$ cat src/rtl/uart_pkg.sv
// uart_pkg: definitions shared by the UART TX arbiter and the TX/RX datapaths.
//   arb_state_e : arbiter FSM states
//   DATA_W      : UART byte width
package uart_pkg;

  localparam int DATA_W = 8;

  typedef enum logic [1:0] {
    IDLE,
    LAUNCH,
    WAIT_BUSY,
    WAIT_DONE
  } arb_state_e;

endpackage

$ cat src/rtl/uart_tx_arbiter_if.sv
// uart_tx_arbiter_if: bundle between N_REQ byte producers / the TX serializer
// and the arbiter.
//   req, req_data      producer requests and bytes (8 bits per requester)
//   ack                one-cycle per-requester acceptance pulse
//   tx_start, tx_data  launch pulse and byte toward the serializer
//   tx_busy            serializer busy flag
//   grant_valid/_id    current grant status
//   tx_timeout         serializer never went busy
// modport master: arbiter side; modport slave: producers + serializer side.
interface uart_tx_arbiter_if
  import uart_pkg::*;
#(
  parameter int N_REQ = 4
) ();

  localparam int IDW = $clog2(N_REQ);

  logic [N_REQ-1:0]        req;
  logic [DATA_W*N_REQ-1:0] req_data;
  logic [N_REQ-1:0]        ack;
  logic                    tx_start;
  logic [DATA_W-1:0]       tx_data;
  logic                    tx_busy;
  logic                    grant_valid;
  logic [IDW-1:0]          grant_id;
  logic                    tx_timeout;

  modport master (
    input  req, req_data, tx_busy,
    output ack, tx_start, tx_data, grant_valid, grant_id, tx_timeout
  );

  modport slave (
    output req, req_data, tx_busy,
    input  ack, tx_start, tx_data, grant_valid, grant_id, tx_timeout
  );

endinterface

$ cat src/rtl/uart_rr_pick.sv
// uart_rr_pick: combinational round-robin selector.
//   req_i    : request vector
//   rr_ptr_i : highest-priority index
//   found_o  : any request set
//   idx_o    : first set bit at or after rr_ptr_i, wrapping modulo N_REQ
module uart_rr_pick
  import uart_pkg::*;
#(
  parameter int N_REQ = 4,
  localparam int IDW = $clog2(N_REQ)
) (
  input  logic [N_REQ-1:0] req_i,
  input  logic [IDW-1:0]   rr_ptr_i,
  output logic             found_o,
  output logic [IDW-1:0]   idx_o
);

  logic           found_hi, found_lo;
  logic [IDW-1:0] idx_hi, idx_lo;

  // Lowest set bit at/above the pointer wins; otherwise the lowest set bit
  // overall (the wrapped-around candidate). Indices never exceed N_REQ-1.
  always_comb begin
    found_hi = 1'b0;
    found_lo = 1'b0;
    idx_hi   = '0;
    idx_lo   = '0;
    for (int unsigned j = 0; j < N_REQ; j++) begin
      if (req_i[j] && !found_lo) begin
        found_lo = 1'b1;
        idx_lo   = IDW'(j);
      end
      if (req_i[j] && !found_hi && (IDW'(j) >= rr_ptr_i)) begin
        found_hi = 1'b1;
        idx_hi   = IDW'(j);
      end
    end
    found_o = found_lo;
    idx_o   = found_hi ? idx_hi : idx_lo;
  end

endmodule

$ cat src/rtl/uart_tx_arbiter.sv
// uart_tx_arbiter: shares one UART transmitter among N_REQ byte producers.
// Round-robin grant with bursts capped at MAX_BURST bytes, a one-cycle launch
// pulse per byte, and a timeout when tx_busy fails to rise.
//   clk   : rising-edge clock
//   reset : asynchronous active-low reset
//   bus   : uart_tx_arbiter_if.master (requests, acks, TX launch, status)
module uart_tx_arbiter
  import uart_pkg::*;
#(
  parameter int N_REQ        = 4,
  parameter int MAX_BURST    = 4,
  parameter int BUSY_TIMEOUT = 15
) (
  input  logic               clk,
  input  logic               reset,
  uart_tx_arbiter_if.master  bus
);

  localparam int IDW = $clog2(N_REQ);
  // The LAUNCH cycle already counts toward the budget, so the timeout fires
  // on the (BUSY_TIMEOUT-1)th WAIT_BUSY increment to land exactly
  // BUSY_TIMEOUT cycles after tx_start.
  localparam logic [7:0] TMO_LAST = (BUSY_TIMEOUT > 1) ? 8'(BUSY_TIMEOUT - 1) : 8'd1;

  arb_state_e        state_q;
  logic [IDW-1:0]    rr_ptr_q, grant_id_q;
  logic [3:0]        burst_cnt_q, burst_cnt_d;
  logic [7:0]        tmo_cnt_q, tmo_cnt_d;
  logic [N_REQ-1:0]  ack_q;
  logic              tx_start_q, grant_valid_q, tx_timeout_q;
  logic [DATA_W-1:0] tx_data_q;

  logic              pick_found;
  logic [IDW-1:0]    pick_idx, sel_id, rr_next;
  logic [DATA_W-1:0] sel_byte;
  logic [N_REQ-1:0]  sel_onehot;
  logic              req_gnt;

  uart_rr_pick #(.N_REQ(N_REQ)) u_pick (
    .req_i    (bus.req),
    .rr_ptr_i (rr_ptr_q),
    .found_o  (pick_found),
    .idx_o    (pick_idx)
  );

  // In IDLE the launch targets the fresh pick; otherwise a burst relaunch
  // targets the current grant.
  always_comb begin
    sel_id     = (state_q == IDLE) ? pick_idx : grant_id_q;
    sel_byte   = '0;
    sel_onehot = '0;
    req_gnt    = 1'b0;
    for (int unsigned j = 0; j < N_REQ; j++) begin
      if (IDW'(j) == sel_id) begin
        sel_byte      = bus.req_data[DATA_W*j +: DATA_W];
        sel_onehot[j] = 1'b1;
      end
      if (IDW'(j) == grant_id_q) begin
        req_gnt = bus.req[j];
      end
    end
    rr_next     = (grant_id_q == IDW'(N_REQ - 1)) ? '0 : grant_id_q + 1'b1;
    burst_cnt_d = burst_cnt_q + 4'd1;
    tmo_cnt_d   = tmo_cnt_q + 8'd1;
  end

  always_ff @(posedge clk or negedge reset) begin
    if (!reset) begin
      state_q       <= IDLE;
      rr_ptr_q      <= '0;
      grant_id_q    <= '0;
      burst_cnt_q   <= '0;
      tmo_cnt_q     <= '0;
      ack_q         <= '0;
      tx_start_q    <= 1'b0;
      tx_data_q     <= '0;
      grant_valid_q <= 1'b0;
      tx_timeout_q  <= 1'b0;
    end else begin
      ack_q        <= '0;
      tx_start_q   <= 1'b0;
      tx_timeout_q <= 1'b0;
      case (state_q)
        IDLE: begin
          if (pick_found) begin
            grant_id_q    <= pick_idx;
            ack_q         <= sel_onehot;
            tx_start_q    <= 1'b1;
            tx_data_q     <= sel_byte;
            grant_valid_q <= 1'b1;
            state_q       <= LAUNCH;
          end
        end
        LAUNCH: begin
          burst_cnt_q <= burst_cnt_d;
          tmo_cnt_q   <= '0;
          state_q     <= WAIT_BUSY;
        end
        WAIT_BUSY: begin
          if (bus.tx_busy) begin
            state_q <= WAIT_DONE;
          end else begin
            tmo_cnt_q <= tmo_cnt_d;
            if (tmo_cnt_d == TMO_LAST) begin
              burst_cnt_q   <= '0;
              rr_ptr_q      <= rr_next;
              grant_valid_q <= 1'b0;
              tx_timeout_q  <= 1'b1;
              state_q       <= IDLE;
            end
          end
        end
        WAIT_DONE: begin
          if (!bus.tx_busy) begin
            if (req_gnt && (burst_cnt_q < 4'(MAX_BURST))) begin
              ack_q      <= sel_onehot;
              tx_start_q <= 1'b1;
              tx_data_q  <= sel_byte;
              state_q    <= LAUNCH;
            end else begin
              burst_cnt_q   <= '0;
              rr_ptr_q      <= rr_next;
              grant_valid_q <= 1'b0;
              state_q       <= IDLE;
            end
          end
        end
        default: state_q <= IDLE;
      endcase
    end
  end

  assign bus.ack         = ack_q;
  assign bus.tx_start    = tx_start_q;
  assign bus.tx_data     = tx_data_q;
  assign bus.grant_valid = grant_valid_q;
  assign bus.grant_id    = grant_id_q;
  assign bus.tx_timeout  = tx_timeout_q;

endmodule

$ cat src/flat_wrapper.sv
// flat-port wrapper written by rule: the top's interface ports become plain ports
module uart_tx_arbiter_flat import uart_pkg::*;
#(
  parameter int N_REQ        = 4,
  parameter int MAX_BURST    = 4,
  parameter int BUSY_TIMEOUT = 15
)
  (clk, reset, bus_req, bus_req_data, bus_tx_busy, bus_ack, bus_tx_start, bus_tx_data, bus_grant_valid, bus_grant_id, bus_tx_timeout);
  uart_tx_arbiter_if #(.N_REQ(N_REQ)) bus_i ();
  input  logic clk;
  input  logic reset;
  input wire logic [$bits(bus_i.req)-1:0] bus_req;
  input wire logic [$bits(bus_i.req_data)-1:0] bus_req_data;
  input wire logic [$bits(bus_i.tx_busy)-1:0] bus_tx_busy;
  output wire logic [$bits(bus_i.ack)-1:0] bus_ack;
  output wire logic [$bits(bus_i.tx_start)-1:0] bus_tx_start;
  output wire logic [$bits(bus_i.tx_data)-1:0] bus_tx_data;
  output wire logic [$bits(bus_i.grant_valid)-1:0] bus_grant_valid;
  output wire logic [$bits(bus_i.grant_id)-1:0] bus_grant_id;
  output wire logic [$bits(bus_i.tx_timeout)-1:0] bus_tx_timeout;
  assign bus_i.req = bus_req;
  assign bus_i.req_data = bus_req_data;
  assign bus_i.tx_busy = bus_tx_busy;
  assign bus_ack = bus_i.ack;
  assign bus_tx_start = bus_i.tx_start;
  assign bus_tx_data = bus_i.tx_data;
  assign bus_grant_valid = bus_i.grant_valid;
  assign bus_grant_id = bus_i.grant_id;
  assign bus_tx_timeout = bus_i.tx_timeout;
  uart_tx_arbiter #(.N_REQ(N_REQ), .MAX_BURST(MAX_BURST), .BUSY_TIMEOUT(BUSY_TIMEOUT)) u_core (.clk(clk), .reset(reset), .bus(bus_i));
endmodule
$ cat config.mk
export PLATFORM = sky130hd
export DESIGN_NAME = uart_tx_arbiter_flat
export DESIGN_NICKNAME = d
export VERILOG_FILES = /design/src/rtl/uart_pkg.sv /design/src/rtl/uart_tx_arbiter_if.sv /design/src/rtl/uart_rr_pick.sv /design/src/rtl/uart_tx_arbiter.sv /design/src/flat_wrapper.sv
export SDC_FILE = /design/constraint.sdc
export NUM_CORES = 1
export LEC_CHECK = 0
export ABC_CLOCK_PERIOD_IN_PS = 2450
export CORE_ASPECT_RATIO = 0.6
export CORE_MARGIN = 3
export CORE_UTILIZATION = 33
export CTS_CLUSTER_DIAMETER = 100
export CTS_CLUSTER_SIZE = 16
export DETAILED_ROUTE_END_ITERATION = 10
export DONT_BUFFER_PORTS = 1
export MAX_ROUTING_LAYER = met4
export PLACE_DENSITY = 0.52
export SYNTH_ARGS = -nofsm -noshare
export SYNTH_HDL_FRONTEND = slang
export SYNTH_HIERARCHICAL = 1
export SYNTH_SLANG_ARGS = --single-unit
$ cat constraint.sdc
create_clock -name clk -period 2.45 [get_ports clk]
set_clock_uncertainty 0.2 [all_clocks]
set_input_delay 0.49 -clock clk [delete_from_list [all_inputs] [get_ports clk]]
set_output_delay 0.49 -clock clk [all_outputs]
set_load 0.1 [all_outputs]
==> load_flow_metrics.sql <==
INSERT INTO impl_metrics (metric_group, metric, value, unit) VALUES
('cts', 'cts_tree', 'done', ''),
('pwr', 'power.total', '0.00447', 'W'),
('finish', 'areaGrowthSynthToFinish', '35.8', '%'),
('sta', 'timing.final.max_slew_violations', '0', ''),
('detailed_routing', 'dr_total_vias', '1644', ''),
('pwr', 'switching_share', '48.3', '%'),
('grt', 'wire_length_of_the_first_global_routing_pass', '8380', 'um'),
('pwr', 'switching_power', '0.00216', 'W'),
('floorplan', 'die_y', '66.5', 'um'),
('grt', 'globalRouteOverflowTotal', '0', ''),
('floorplan', 'core.rowCount', '21', ''),
('status', 'run_status', 'complete, but fails checks', ''),
('placed_design', 'worst_case_setup_slack_after_placement', '-258', 'ps'),
('sta', 'finalHoldViolations', '0', ''),
('floorplan', 'design.portCount', '56', ''),
('placed_design', 'post-dp-hpwl', '3880', 'um'),
('pwr', 'cell_internal_pwr', '0.00231', 'W'),
('floorplan', 'floorplan.die.width', '107', 'um'),
('worst_setup_path', 'cp_data_required_time', '2420', 'ps'),
('pwr', 'power.density_cell_area', '1640', 'mW/mm2'),
('hold_path', 'worstHoldPathType', 'input pin to register', ''),
('detailed_routing', 'drt_pass1_iterations', '4', ''),
('detailed_routing', 'avgRoutedWirePerCell', '17.0', 'um'),
('sta', 'setup_violations', '4', ''),
('detailed_routing', 'drt-vias-per-instance', '5.37', ''),
('synth', 'synth_top_flop_cell', 'sky130_fd_sc_hd__dfrtp_1', ''),
('finish', 'mostFrequentLayoutCell', 'sky130_fd_sc_hd__buf_4', ''),
('detailed_routing', 'detail_route.wirelength', '5190', 'um'),
('flow_run', 'cap_viol_max_count', '0', ''),
('synth', 'synthesis.area_per_instance', '11.1', 'um2'),
('placed_design', 'number_of_buffers_inserted_by_port_buffering', '0', ''),
('synth', 'post_synth_cell_types', '40', ''),
('pwr', 'leakage', '1.18', 'nW'),
('grt', 'antenna_found_initial', '0', ''),
('worst_setup_path', 'worst_setup_path_start_kind', 'register', ''),
('detailed_routing', 'drc_errors', '0', ''),
('pwr', 'power.ir.vdd_worst', '0.881', 'mV'),
('grt', 'grt_start_max_net_pins', '34', ''),
('sta', 'slew_headroom', '39.9', '%'),
('worst_setup_path', 'critical_path_arrival', '2500', 'ps'),
('synth', 'synth.cell_area', '0.00201', 'mm2'),
('floorplan', 'core-area', '0.00573', 'mm2'),
('worst_setup_path', 'critical_path.max_fanout', '4', ''),
('pwr', 'seq_power_share', '32.7', '%'),
('synth', 'synth_seq_area_share', '41.1', '%'),
('sta', 'timing.final.ws_setup', '-73.7', 'ps'),
('status', 'violated_checks', 'setup timing', ''),
('grt', 'grtUsageTotal', '15.4', '%'),
('synth', 'syn_inst', '181', ''),
('cts', 'path_clk_slew', '70', 'ps'),
('placed_design', 'gpl.final_weighted_congestion', '1.01', ''),
('cts', 'cts_made_buffers', '5', ''),
('synth', 'number_of_flops_mapped_to_enable_cells_by_yosys', '0', ''),
('sta', 'unrepaired_setup_endpoints_after_global_routing', 'yes', ''),
('cts', 'clkSinkCount', '33', ''),
('synth', 'synth-warning-count', '6', ''),
('sta', 'period_minus_slack', '2520', 'ps'),
('cts', 'cts_max_level', '2', ''),
('cts', 'cts.path.max_buffers', '2', ''),
('detailed_routing', 'drt_iter0_markers', '95', ''),
('finish', 'num-nets-final', '276', ''),
('worst_setup_path', 'critical_path.endpoint_type', 'register', ''),
('detailed_routing', 'route.antenna.remaining_nets', '0', ''),
('cts', 'cts_root_buf', 'sky130_fd_sc_hd__clkbuf_8', ''),
('synth', 'synthDominantAreaCellType', 'sky130_fd_sc_hd__dfrtp_1', ''),
('synth', 'synth_fp_nets', '232', ''),
('cts', 'clock_insertion_delay_worst_skew', '280', 'ps'),
('sta', 'fin_hold_ws', '292', 'ps'),
('pwr', 'share_comb_of_total_power', '53.6', '%'),
('synth', 'yosys_register_bits', '33', ''),
('synth', 'asyncSetResetFlopFracSynth', '100', '%');
[final timing paths]
kind                       slack [ps]  cells after the start                      to                   from
setup / recovery                  -70                      7   u_core/burst_cnt_q[2]    u_core/tmo_cnt_q[1]
hold / removal                    290                      2   u_core/burst_cnt_q[3]            bus_tx_busy
setup reg to reg                  -70                      7   u_core/burst_cnt_q[2]    u_core/tmo_cnt_q[1]
hold reg to reg                   300                      1   u_core/burst_cnt_q[3]  u_core/burst_cnt_q[3]
max in group asynchronous        1400                      2  u_core/bus.grant_id[1]                  reset
min in group asynchronous         440                      2     u_core/bus.tx_start                  reset
[per-stage QoR]
step                TNS (ps)  instance area, um2  std cells
floorplan              -3.43                2040        181
global placement       -1760                2390        292
detailed placement     -2380                2390        292
CTS                     -168                2620        304
global route            -834                2730        306
finish                  -208                2730        306
[routing by layer]
metal / GRT usage, % / share of wire (%) / routed length [um] / vias to the layer above
met1: 19.2 / 43 / 2230 / 829
met3: 5.13 / 6.3 / 326 / 8
met5: - / 0 / 0 / -
li1: - / - / - / 768
met2: 24.4 / 49 / 2560 / 39
met4: 3.83 / 1.4 / 74 / 0
[cell type report]
| type | count | area (um2) |
|---|---|---|
| fillers | 527 | 3000 |
| multi-input cells | 134 | 1280 |
| flip-flops and latches | 33 | 836 |
| repair buffers | 40 | 340 |
| well taps | 80 | 100 |
| clock buffers | 5 | 68.8 |
| clock inverters | 3 | 65.1 |
| inverters | 11 | 41.3 |
[repair_timing]
| item | 4_1_cts | 5_1_grt |
|---|---|---|
| buffers inserted | 2 | 2 |
| cloned | 0 | 0 |
| hold endpoints to repair | 33 | 0 |
| pin swaps | 3 | 0 |
| resized for setup | 9 | 15 |
| hold buffers | 2 | 0 |
| setup endpoints to repair | 13 | 17 |
[critical path: stages, from the launching register on]
cell and delay (ps):
sky130_fd_sc_hd__dfrtp_2 450, sky130_fd_sc_hd__ha_4 180, sky130_fd_sc_hd__or4b_4 520, sky130_fd_sc_hd__a2111oi_4 210
sky130_fd_sc_hd__a311oi_2 120, sky130_fd_sc_hd__buf_4 180, sky130_fd_sc_hd__a2111o_1 310, sky130_fd_sc_hd__a22o_1 250
[cells in the mapped netlist, types with 2 or more instances]
cell type	n
sky130_fd_sc_hd__a2111oi_2	2
sky130_fd_sc_hd__ha_1	12
sky130_fd_sc_hd__nand3_1	2
sky130_fd_sc_hd__clkbuf_1	3
sky130_fd_sc_hd__a21o_1	2
sky130_fd_sc_hd__a31oi_1	3
sky130_fd_sc_hd__nor2_1	15
sky130_fd_sc_hd__dfrtp_1	33
sky130_fd_sc_hd__a21oi_1	3
sky130_fd_sc_hd__nand2b_1	3
sky130_fd_sc_hd__mux2_2	12
sky130_fd_sc_hd__a211oi_1	3
sky130_fd_sc_hd__inv_1	11
sky130_fd_sc_hd__mux4_2	8
sky130_fd_sc_hd__a221oi_1	2
sky130_fd_sc_hd__and3_1	4
sky130_fd_sc_hd__mux2i_1	4
sky130_fd_sc_hd__o41ai_1	2
sky130_fd_sc_hd__nor3b_1	6
sky130_fd_sc_hd__a22o_1	2
sky130_fd_sc_hd__nand4_1	2
sky130_fd_sc_hd__nor3_1	2
sky130_fd_sc_hd__o21ai_0	16
sky130_fd_sc_hd__nand3b_1	2
sky130_fd_sc_hd__nand2_1	12
[sequential cells by signal, summed over array words and instances, names as in the netlist]
name	flops
u_core/bus.tx_data	8
u_core/tmo_cnt_q	8
u_core/burst_cnt_q	4
u_core/bus.ack	4
u_core/bus.grant_id	2
u_core/rr_ptr_q	2
u_core/state_q	2
u_core/bus.grant_valid	1
u_core/bus.tx_start	1
u_core/bus.tx_timeout	1
[kinds of logic (layout without fill, tap and decap cells)]
family                   after synthesis  in the layout  synth area share [%]
AO/OA/AOI/OAI                         43             43                  16.3
adder cells (fa/ha/maj)               12             12                  7.47
flip-flops                            33             33                  41.1
buffers and inverters                 14             59                  2.61
AND/OR/NAND/NOR                       54             54                  14.3
multiplexers                          25             25                  18.2
[power groups by stage]
| stage | Sequential, W | Combinational, W | Clock [W] |
|---|---|---|---|
| after floorplan | 0.00179 | 0.00113 | 0 |
| after global placement | 0.00144 | 0.00201 | 0 |
| after detailed placement | 0.00146 | 0.00208 | 0 |
| after CTS | 0.00146 | 0.00218 | 0.000624 |
| after global routing | 0.00149 | 0.00257 | 0.000655 |
| final | 0.00146 | 0.00239 | 0.000613 |
No activity file was read; power rests on OpenSTA's default activity.
